$ cat config.mk
export PLATFORM = sky130hd
export DESIGN_NAME = uart_rx_fifo
export DESIGN_NICKNAME = d
export VERILOG_FILES = /design/src/rtl/uart_rx_fifo.sv
export SDC_FILE = /design/constraint.sdc
export NUM_CORES = 1
export LEC_CHECK = 0
export ABC_AREA = 1
export CAP_MARGIN = 15
export CORE_UTILIZATION = 50
export CTS_CLUSTER_SIZE = 30
export DETAILED_ROUTE_END_ITERATION = 8
export PLACE_DENSITY = 0.79
export SETUP_SLACK_MARGIN = 0.15
export SLEW_MARGIN = 0
export SYNTH_ARGS = -nofsm -noshare
export SYNTH_HDL_FRONTEND = slang
export SYNTH_SLANG_ARGS = --single-unit
$ cat constraint.sdc
create_clock -name i_clk -period 1.9 [get_ports i_clk]
set_input_delay 0.38 -clock i_clk [delete_from_list [all_inputs] [get_ports i_clk]]
set_output_delay 0.38 -clock i_clk [all_outputs]
set_load 0.05 [all_outputs]
$ cat src/rtl/uart_rx_fifo.sv
// Oversampled UART receiver (3-sample majority vote) feeding a small word FIFO; optional idle timeout under UART_RX_TIMEOUT_EN.
// Latency: word visible on o_avail one cycle after the final stop-bit vote; head outputs are combinational from storage.
// Backpressure: none toward the line; a word arriving while the FIFO is full is dropped and o_overrun latches.
module uart_rx_fifo #(
    parameter int DATA_BITS = 8,
    parameter int OVERSAMP  = 16,
    parameter int DIV_W     = 16,
    parameter int PARITY    = 0,
    parameter int STOP_BITS = 1,
    parameter int FIFO_LOG2 = 2
) (
    input  logic                 i_clk,
    input  logic                 i_rst,
    input  logic                 i_rx,
    input  logic [DIV_W-1:0]     i_div,
    input  logic                 i_ack,
    output logic [DATA_BITS-1:0] o_data,
    output logic                 o_parity_err,
    output logic                 o_frame_err,
    output logic                 o_avail,
    output logic                 o_overrun,
    output logic                 o_break,
    output logic                 o_busy,
    output logic                 o_timeout
);
    localparam logic [2:0] S_IDLE  = 3'd0;
    localparam logic [2:0] S_START = 3'd1;
    localparam logic [2:0] S_DATA  = 3'd2;
    localparam logic [2:0] S_PAR   = 3'd3;
    localparam logic [2:0] S_STOP  = 3'd4;
    localparam logic [2:0] S_BRK   = 3'd5;

    localparam int OS_W = $clog2(OVERSAMP);
    localparam logic [OS_W-1:0] OS_V0   = OS_W'(OVERSAMP/2 - 1);
    localparam logic [OS_W-1:0] OS_V1   = OS_W'(OVERSAMP/2);
    localparam logic [OS_W-1:0] OS_V2   = OS_W'(OVERSAMP/2 + 1);
    localparam logic [OS_W-1:0] OS_LAST = OS_W'(OVERSAMP - 1);
    localparam logic [3:0]      LAST_BIT = 4'(DATA_BITS - 1);
    localparam logic            ODD   = (PARITY == 1);
    localparam logic            STOP2 = (STOP_BITS == 2);
    localparam int              WW    = DATA_BITS + 2;
    localparam int              DEPTH = 2**FIFO_LOG2;

    logic                 rx_meta, r_rx;
    logic [DIV_W-1:0]     div_lat, div_cnt;
    logic [OS_W-1:0]      os;
    logic                 samp0, samp1;
    logic [2:0]           state;
    logic [3:0]           bit_cnt;
    logic                 stop_cnt;
    logic [DATA_BITS-1:0] shreg;
    logic                 perr, ferr, nonzero, brk;

    logic tick, mid, bit_end, vote, last_stop, is_break, push;
    logic [WW-1:0] push_word;

    always_ff @(posedge i_clk) begin
        if (i_rst) begin
            rx_meta <= 1'b1;
            r_rx    <= 1'b1;
        end else begin
            rx_meta <= i_rx;
            r_rx    <= rx_meta;
        end
    end

    assign tick      = (div_cnt == div_lat);
    assign mid       = tick && (os == OS_V2);
    assign bit_end   = tick && (os == OS_LAST);
    assign vote      = (samp0 & samp1) | (samp0 & r_rx) | (samp1 & r_rx);
    assign last_stop = !STOP2 || stop_cnt;
    // Break: every data/parity vote and the final stop vote were all 0
    assign is_break  = !nonzero && !vote;
    assign push      = (state == S_STOP) && mid && last_stop && !is_break;
    assign push_word = {perr, ferr | ~vote, shreg};

    always_ff @(posedge i_clk) begin
        if (i_rst) begin
            state    <= S_IDLE;
            div_lat  <= '0;
            div_cnt  <= '0;
            os       <= '0;
            samp0    <= 1'b0;
            samp1    <= 1'b0;
            bit_cnt  <= '0;
            stop_cnt <= 1'b0;
            shreg    <= '0;
            perr     <= 1'b0;
            ferr     <= 1'b0;
            nonzero  <= 1'b0;
            brk      <= 1'b0;
        end else begin
            brk <= 1'b0;
            if (state == S_IDLE && !r_rx) begin
                div_lat  <= i_div;
                div_cnt  <= '0;
                os       <= '0;
                bit_cnt  <= '0;
                stop_cnt <= 1'b0;
                perr     <= 1'b0;
                ferr     <= 1'b0;
                nonzero  <= 1'b0;
                state    <= S_START;
            end else begin
                div_cnt <= tick ? '0 : div_cnt + 1'b1;
                if (tick) begin
                    os <= (os == OS_LAST) ? '0 : os + 1'b1;
                    if (os == OS_V0) samp0 <= r_rx;
                    if (os == OS_V1) samp1 <= r_rx;
                end
                case (state)
                    S_IDLE: ;
                    S_START: begin
                        if (mid && vote)  state <= S_IDLE;
                        else if (bit_end) state <= S_DATA;
                    end
                    S_DATA: begin
                        if (mid) begin
                            shreg <= {vote, shreg[DATA_BITS-1:1]};
                            if (vote) nonzero <= 1'b1;
                        end
                        if (bit_end) begin
                            if (bit_cnt == LAST_BIT) state <= (PARITY != 0) ? S_PAR : S_STOP;
                            else                     bit_cnt <= bit_cnt + 1'b1;
                        end
                    end
                    S_PAR: begin
                        if (mid) begin
                            perr <= (^shreg) ^ vote ^ ODD;
                            if (vote) nonzero <= 1'b1;
                        end else if (bit_end) begin
                            state <= S_STOP;
                        end
                    end
                    S_STOP: begin
                        if (mid) begin
                            if (!vote) ferr <= 1'b1;
                            if (last_stop) begin
                                state <= is_break ? S_BRK : S_IDLE;
                                brk   <= is_break;
                            end
                        end else if (bit_end) begin
                            stop_cnt <= 1'b1;
                        end
                    end
                    S_BRK: if (r_rx) state <= S_IDLE;
                    default: state <= S_IDLE;
                endcase
            end
        end
    end

    logic [WW-1:0]      mem [DEPTH];
    logic [FIFO_LOG2:0] wptr, rptr;
    logic               empty, full, pop, wr, overrun;
    logic [WW-1:0]      head;

    assign empty = (wptr == rptr);
    assign full  = (wptr[FIFO_LOG2] != rptr[FIFO_LOG2]) &&
                   (wptr[FIFO_LOG2-1:0] == rptr[FIFO_LOG2-1:0]);
    assign pop   = i_ack && !empty;
    assign wr    = push && (!full || pop);
    assign head  = mem[rptr[FIFO_LOG2-1:0]];

    always_ff @(posedge i_clk) begin
        if (wr) mem[wptr[FIFO_LOG2-1:0]] <= push_word;
    end

    always_ff @(posedge i_clk) begin
        if (i_rst) begin
            wptr    <= '0;
            rptr    <= '0;
            overrun <= 1'b0;
        end else begin
            if (wr)  wptr <= wptr + 1'b1;
            if (pop) rptr <= rptr + 1'b1;
            if (push && full && !pop) overrun <= 1'b1;
            else if (pop)             overrun <= 1'b0;
        end
    end

    // Stale storage is masked so every head output reads 0 while empty
    assign o_data       = empty ? '0 : head[DATA_BITS-1:0];
    assign o_frame_err  = !empty && head[DATA_BITS];
    assign o_parity_err = !empty && head[DATA_BITS+1];
    assign o_avail      = !empty;
    assign o_overrun    = overrun;
    assign o_break      = brk;
    assign o_busy       = (state != S_IDLE);

`ifdef UART_RX_TIMEOUT_EN
    localparam int TO_LIMIT = 4 * (DATA_BITS + 2) * OVERSAMP;
    localparam int TO_W     = $clog2(TO_LIMIT + 1);
    logic [TO_W-1:0] idle_cnt;
    logic            timeout, to_clr;

    assign to_clr = (state == S_IDLE && !r_rx) || push || pop;

    always_ff @(posedge i_clk) begin
        if (i_rst) begin
            idle_cnt <= '0;
            timeout  <= 1'b0;
        end else begin
            timeout <= 1'b0;
            if (to_clr) begin
                idle_cnt <= '0;
            end else if (tick && state == S_IDLE && r_rx && !empty &&
                         idle_cnt != TO_W'(TO_LIMIT)) begin
                idle_cnt <= idle_cnt + 1'b1;
                timeout  <= (idle_cnt == TO_W'(TO_LIMIT - 1));
            end
        end
    end
    assign o_timeout = timeout;
`else
    assign o_timeout = 1'b0;
`endif
endmodule

; ---- After elaboration in Yosys (flattened, before gate mapping)
; Memories as Yosys holds them, arrays and structs flattened. A register that Yosys moved wholly into a read port is not among the register bits.
; Index checks and enable logic that the tools add are counted.
[word_totals]
mem_count = 1
mem_bits_rw = 40
reg_bits = 66
wordCells = 124
[op_classes]
reduce_logical = 39
eq_ne = 29
mux = 19
addsub = 5
n_bitwise = 13
[mem_list]
columns = name, depth, width, rd, rd_clocked_by_memory_dff, wr, line
row1 = mem, 4, 10, 1, 1, 1, 153  ; logic [WW-1:0] mem [DEPTH];
[op_table]
columns = operator, count
row1 = 2-to-1 mux 3 bit, 9
row2 = "!= test 3 bit, second input constant", 6
row3 = case mux 3 bit (6 select lines), 1
row4 = AND reduction 3 bit, 6
row5 = "adder 16 x 1 -> 16 bit, second input constant", 1
row6 = equality test 16 bit, 1
row7 = AND reduction 8 bit, 2
row8 = logical AND 1 bit, 14
row9 = "equality test 4 bit, second input constant", 3
row10 = "!= test 2 bit, second input constant", 6
row11 = "adder 4 x 1 -> 4 bit, second input constant", 2
row12 = "equality test 4 x 3 -> 1 bit, second input constant", 2
row13 = 2-to-1 mux 8 bit, 1
row14 = parity 8 bit, 1
row15 = logical NOT 1 bit, 7
row16 = "adder 3 x 1 -> 3 bit, second input constant", 2
row17 = "equality test 3 x 2 -> 1 bit, second input constant", 2
row18 = "equality test 3 bit, second input constant", 2
row19 = inverter 1 bit, 6
row20 = 2-to-1 mux 1 bit, 5
row21 = 2-to-1 mux 2 bit, 2
row22 = 2-to-1 mux 4 bit, 1
row23 = "!= test 4 bit, second input constant", 1
row24 = OR reduction 2 bit, 2
row25 = 16 further kinds, 20

; ---- Logic depth before layout (Yosys ltp)
[depth]
depth_word = 10
depth_mapped = 14

; ---- Worst setup path before layout
; OpenSTA, ideal clock, no wires.
[synth_timing]
path_type = reg-to-reg
start = reg div_cnt[4]
end = mem mem[0][0] in the netlist's numbering, enable pin
setup_slack_ns = -0.233
required_time_ns = 1.524
path_stages_with_launch = 11
t_arrival_ns = 1.757
path_buffers = 0
setup_time_ns = 0.376
cell_sequence = dfxtp_1 > inv_2 > nand2_1 > nand2_1 > nor2_2 > nand2_2 > nor2_4 > nand3_4 > nor3_1 > nand3_1 > nor2_1
[synth_via]
elab_chain_len = 7
[synth_rtl]
columns = element, line
row1 = from (decl), 45  ; logic [DIV_W-1:0] div_lat, div_cnt;
row2 = from (signal assigned), 105  ; div_cnt <= tick ? '0 : div_cnt + 1'b1;
row3 = equality test 16 bit, 67  ; assign tick = (div_cnt == div_lat);
row4 = logical AND 1 bit, 68  ; assign mid = tick && (os == OS_V2);
row5 = logical AND 1 bit (2 in series), 74  ; assign push = (state == S_STOP) && mid && last_stop && !is_break;
row6 = logical AND 1 bit, 162  ; assign wr = push && (!full || pop);
row7 = 2-to-1 mux 1 bit, 166  ; if (wr) mem[wptr[FIFO_LOG2-1:0]] <= push_word;
row8 = 2-to-1 mux 1 bit (implied by the code), 166
row9 = to (decl), 153
; No other way between the ends.

; ---- Final worst setup path
[layout_timing]
start = reg wptr[0]
end = out o_data[1]
[layout_via]
elab_chain_len = 2
[layout_rtl]
columns = element, line
row1 = from (decl), 154  ; logic [FIFO_LOG2:0] wptr, rptr;
row2 = from (signal assigned), 175  ; if (wr) wptr <= wptr + 1'b1;
row3 = equality test 3 bit, 158  ; assign empty = (wptr == rptr);
row4 = 2-to-1 mux 8 bit, 183  ; assign o_data = empty ? '0 : head[DATA_BITS-1:0];
row5 = to (decl), 17  ; output logic [DATA_BITS-1:0] o_data,
; No other way between the ends.

==> summary.md <==
| Metric | Value |
|---|---|
| Worst EP required | `1.52 ns` |
| Clock H-tree levels | `3` |
| CP cell instances | `inv_2 -> nand2_1 -> a21oi_2 -> nand2_2 -> buf_6 -> nand2_4 -> clkinvlp_4 -> buf_12` |
| Die area | `0.0103 mm2` |
| Failing checks | `negative setup slack` |
| CTS tree | `built` |
| Logic pwr share | `37.6%` |
| Fill cells | `580` |
| Setup Viol. Count Final | `35` |
| Count leader, synth | `nand2_1` |
| Setup WS post-layout | `-0.117 ns` |
| Main combinational cell family by area after synthesis | `simple AND/OR/NAND/NOR gates` |
| Hold Crit Start | `rx_meta` |
| GR Overflow Total | `0` |
| Netlist Area Pre-Place | `0.00494 mm2` |
| Headroom to the max-slew limit | `66.2%` |
| Max VDD drop | `0.000858 V` |
| RD Place Congestion | `0.800` |
| Synth top area share | `27.6%` |
| R2R Setup Slk | `-0.07 ns` |
| Hold_buf cts | `0` |
| FF/Latch Area | `0.00261 mm2` |
| Placed instance count | `786` |
| Cells after synthesis | `587` |
| XOR/XNOR share of the synthesized area | `3.19%` |
| RR Endpoint | `bit_cnt[3]` |
| Min Hold Slack | `0.424 ns` |
| Syn Area/Cell | `8.41 um2` |
| Design area | `0.00702 mm2` |
| Synthesized-area fraction occupied by adder cells | `2.53%` |
| Clk sink count | `108` |
| Skew final | `0.0139 ns` |
| Hold WC Path Type | `reg -> reg` |
| Multiplexer area fraction after synthesis | `0%` |
| Worst Hold Endpoint | `r_rx` |
| Top FF cell, synth | `dfxtp_1` |
| Status | `complete, but fails checks` |
| Share of async-settable or async-resettable flops after synthesis | `0%` |
| Detailed Route WL | `12.8 mm` |
| Initial antenna violation count | `0` |
| Number of distinct library cells after synthesis | `37` |
| Total Neg Setup Slack | `-1.92 ns` |
| Highest clock rate | `496 MHz` |
| First-pass GRT wire length | `18.5 mm` |
| DRT antenna net count | `0` |
| Vias | `4397` |
| Post-layout minimum cycle time | `2.02 ns` |
| Post-synth top cells | `nand2_1 (109), nor2_1 (75), dfxtp_1 (68), inv_1 (68), a21oi_1 (46)` |
| ANT cells | `0` |
| Layout Cells excl Fill | `835` |
| Kind of end point of the critical path | `primary output` |
| Critical Path Start Type | `register` |
| Row count | `35` |
| Int Pwr | `4.14 mW` |
| RSZ-0062 raised after global routing | `yes` |
| Worst-margin pin slew | `0.509 ns` |
| Power per cell area | `923 mW/mm2` |
| Sequential fraction of the synthesis area | `51.9%` |
| Flop pwr share | `40.8%` |
| Top Ports | `35` |
| Mean routed wirelength per cell | `15.4 um` |
| Area post-placement | `0.00596 mm2` |
| Crit path max-delay cell type | `dfxtp_2` |
| CP arrival | `1.64 ns` |
| Switch share | `36.2%` |
| Synth-to-layout area growth | `42.2%` |
| I/O Buffers | `33` |
| Starting Density | `52.4%` |
| DP HPWL | `7.31 mm` |
| Total CTS buffers | `9` |
| Worst reg2reg path depth | `14` |
| Critical R2R Launch | `div_lat[5]` |
| Vias/cell | `5.27` |
| Synth top area cells | `dfxtp_1 (28%), edfxtp_1 (24%), nand2_1 (8.3%)` |
| Worst-Skew Late Latency | `0.38 ns` |
| Compound-gate portion of the synthesized area | `11.5%` |
| Hold path depth | `1` |
| EDFF count, synth | `40` |
| CP Class | `reg -> out` |
| Initial drt markers | `276` |
| Flops & latches, synth | `108` |
| Syn nets | `617` |
| Leak | `2.83 nW` |
| Simple-gate share of the synthesized area | `23.1%` |
| Die Span Y | `101 um` |
| Layout cells sized above 1 | `38.4%` |
| Final nets | `731` |
| Period utilization | `106%` |
| Post-layout util | `74.6%` |
| Final hold vios | `0` |
| Root Buffer | `clkbuf_8` |
| DR pass1 iterations | `5` |
| Core area | `0.00942 mm2` |
| Net load switching power | `2.35 mW` |
| Yosys warning count | `0` |
| Max clock buf depth | `2` |
| Die width | `101 um` |
| Vias in the first global route | `4142` |
| GRT Resource Usage Total | `23.1%` |
| DRC | `0` |
| Crit path max fanout | `6` |
| Crit-path max cell delay | `0.35 ns` |
| Slew Limit Fails | `0` |
| Clk pwr share | `21.6%` |
| Dominant cell type by area after synthesis | `dfxtp_1` |
| Multi-input logic area | `0.00245 mm2` |
| Max_cap viols | `0` |
| Largest net degree at the start of global routing | `36` |
| Clock transition at path regs | `0.11 ns` |
## worst max-delay path: cells and delay by family, from the launching register on
kind                   cells  cell delay, ns
buffers and inverters      4            0.46
DFF                        1            0.35
and+or+nand+nor            3            0.25
AOI/OAI and AO/OA          1            0.18
## sequential cells by signal, summed over array words and instances (netlist names), 3 cells and up, named ones only
name,cells
div_cnt,16
wptr,3
mem,40
bit_cnt,4
div_lat,16
shreg,8
os,4
state,3
rptr,3
## repair_timing
item | 4_1_cts | 5_1_grt
setup endpoints to repair | 64 | 91
resized for setup | 63 | 98
pin swaps | 30 | 39
setup buffers | 18 | 9
cloned | 3 | 3
## worst max-delay path by stage
stage,start,slack [ns],cells past startpoint,end
CTS,wptr[1],-0.07,7,o_data[1]
floorplan,div_cnt[8],-0.006,10,mem[0][0]
global route,wptr[0],-0.21,8,o_data[1]
finish,wptr[0],-0.12,8,o_data[1]
detailed placement,div_cnt[12],-0.12,10,mem[0][4]
global placement,div_cnt[8],-0.05,10,mem[0][4]
## layer usage
| layer | routed length (um) | global-route usage (%) | vias up | share of wire (%) |
|---|---|---|---|---|
| li1 | - | - | 2134 | - |
| met1 | 5280 | 28.7 | 2091 | 41 |
| met2 | 6770 | 40.1 | 147 | 53 |
| met3 | 573 | 4.97 | 25 | 4.5 |
| met4 | 215 | 7.13 | 0 | 1.7 |
| met5 | 0 | 0 | - | 0 |
## layout make-up
cell class,instances,share of cell area (%)
clock buffer,9,1.76
tap,129,2.30
multi-input combinational,382,34.9
timing repair buffer,118,18.2
inverter,82,4.61
sequential,108,37.2
clock inverter,7,1.05
## cells in the final DEF (no fill, tap or decap), types with 9 or more instances in the layout
cell type / Yosys / routed
inv_1: 68 / 51
edfxtp_1: 40 / 40
ha_1: 10 / 10
xor2_1: 15 / 14
dfxtp_2: 0 / 23
a21oi_1: 46 / 39
nor2_4: 3 / 17
o21ai_2: 0 / 11
nor2_1: 75 / 56
nor2_2: 7 / 13
buf_4: 1 / 64
buf_12: 0 / 17
clkdlybuf4s50_1: 0 / 19
o21ai_0: 35 / 29
clkbuf_8: 0 / 9
dfxtp_1: 68 / 39
nand2_1: 109 / 102
buf_6: 1 / 9
inv_2: 14 / 27
nand3_1: 16 / 9
## kinds of logic (layout without fill, tap and decap cells)
family,count (synthesis),after routing
simple gates,248,249
flops,108,108
compound gates,104,104
buf+inv,98,216
xor+xnor,18,18
fa+ha+maj,10,10
other cells,1,1
## power groups by stage
stage	registers, mW	logic, mW	clock network, mW
floorplan	2.63	1.07	0
global placement	2.65	1.66	0
detailed placement	2.66	1.71	0
CTS	2.61	1.92	1.40
global route	2.66	2.61	1.50
finish	2.64	2.44	1.40
## metrics by stage
stage / total power [mW] / setup slack, ns
after floorplan: 3.71 / -0.00559
after global placement: 4.31 / -0.0509
after detailed placement: 4.37 / -0.122
after CTS: 5.93 / -0.0688
after global routing: 6.77 / -0.206
final: 6.48 / -0.117
Note: power is estimated with default switching activity, not from simulation.
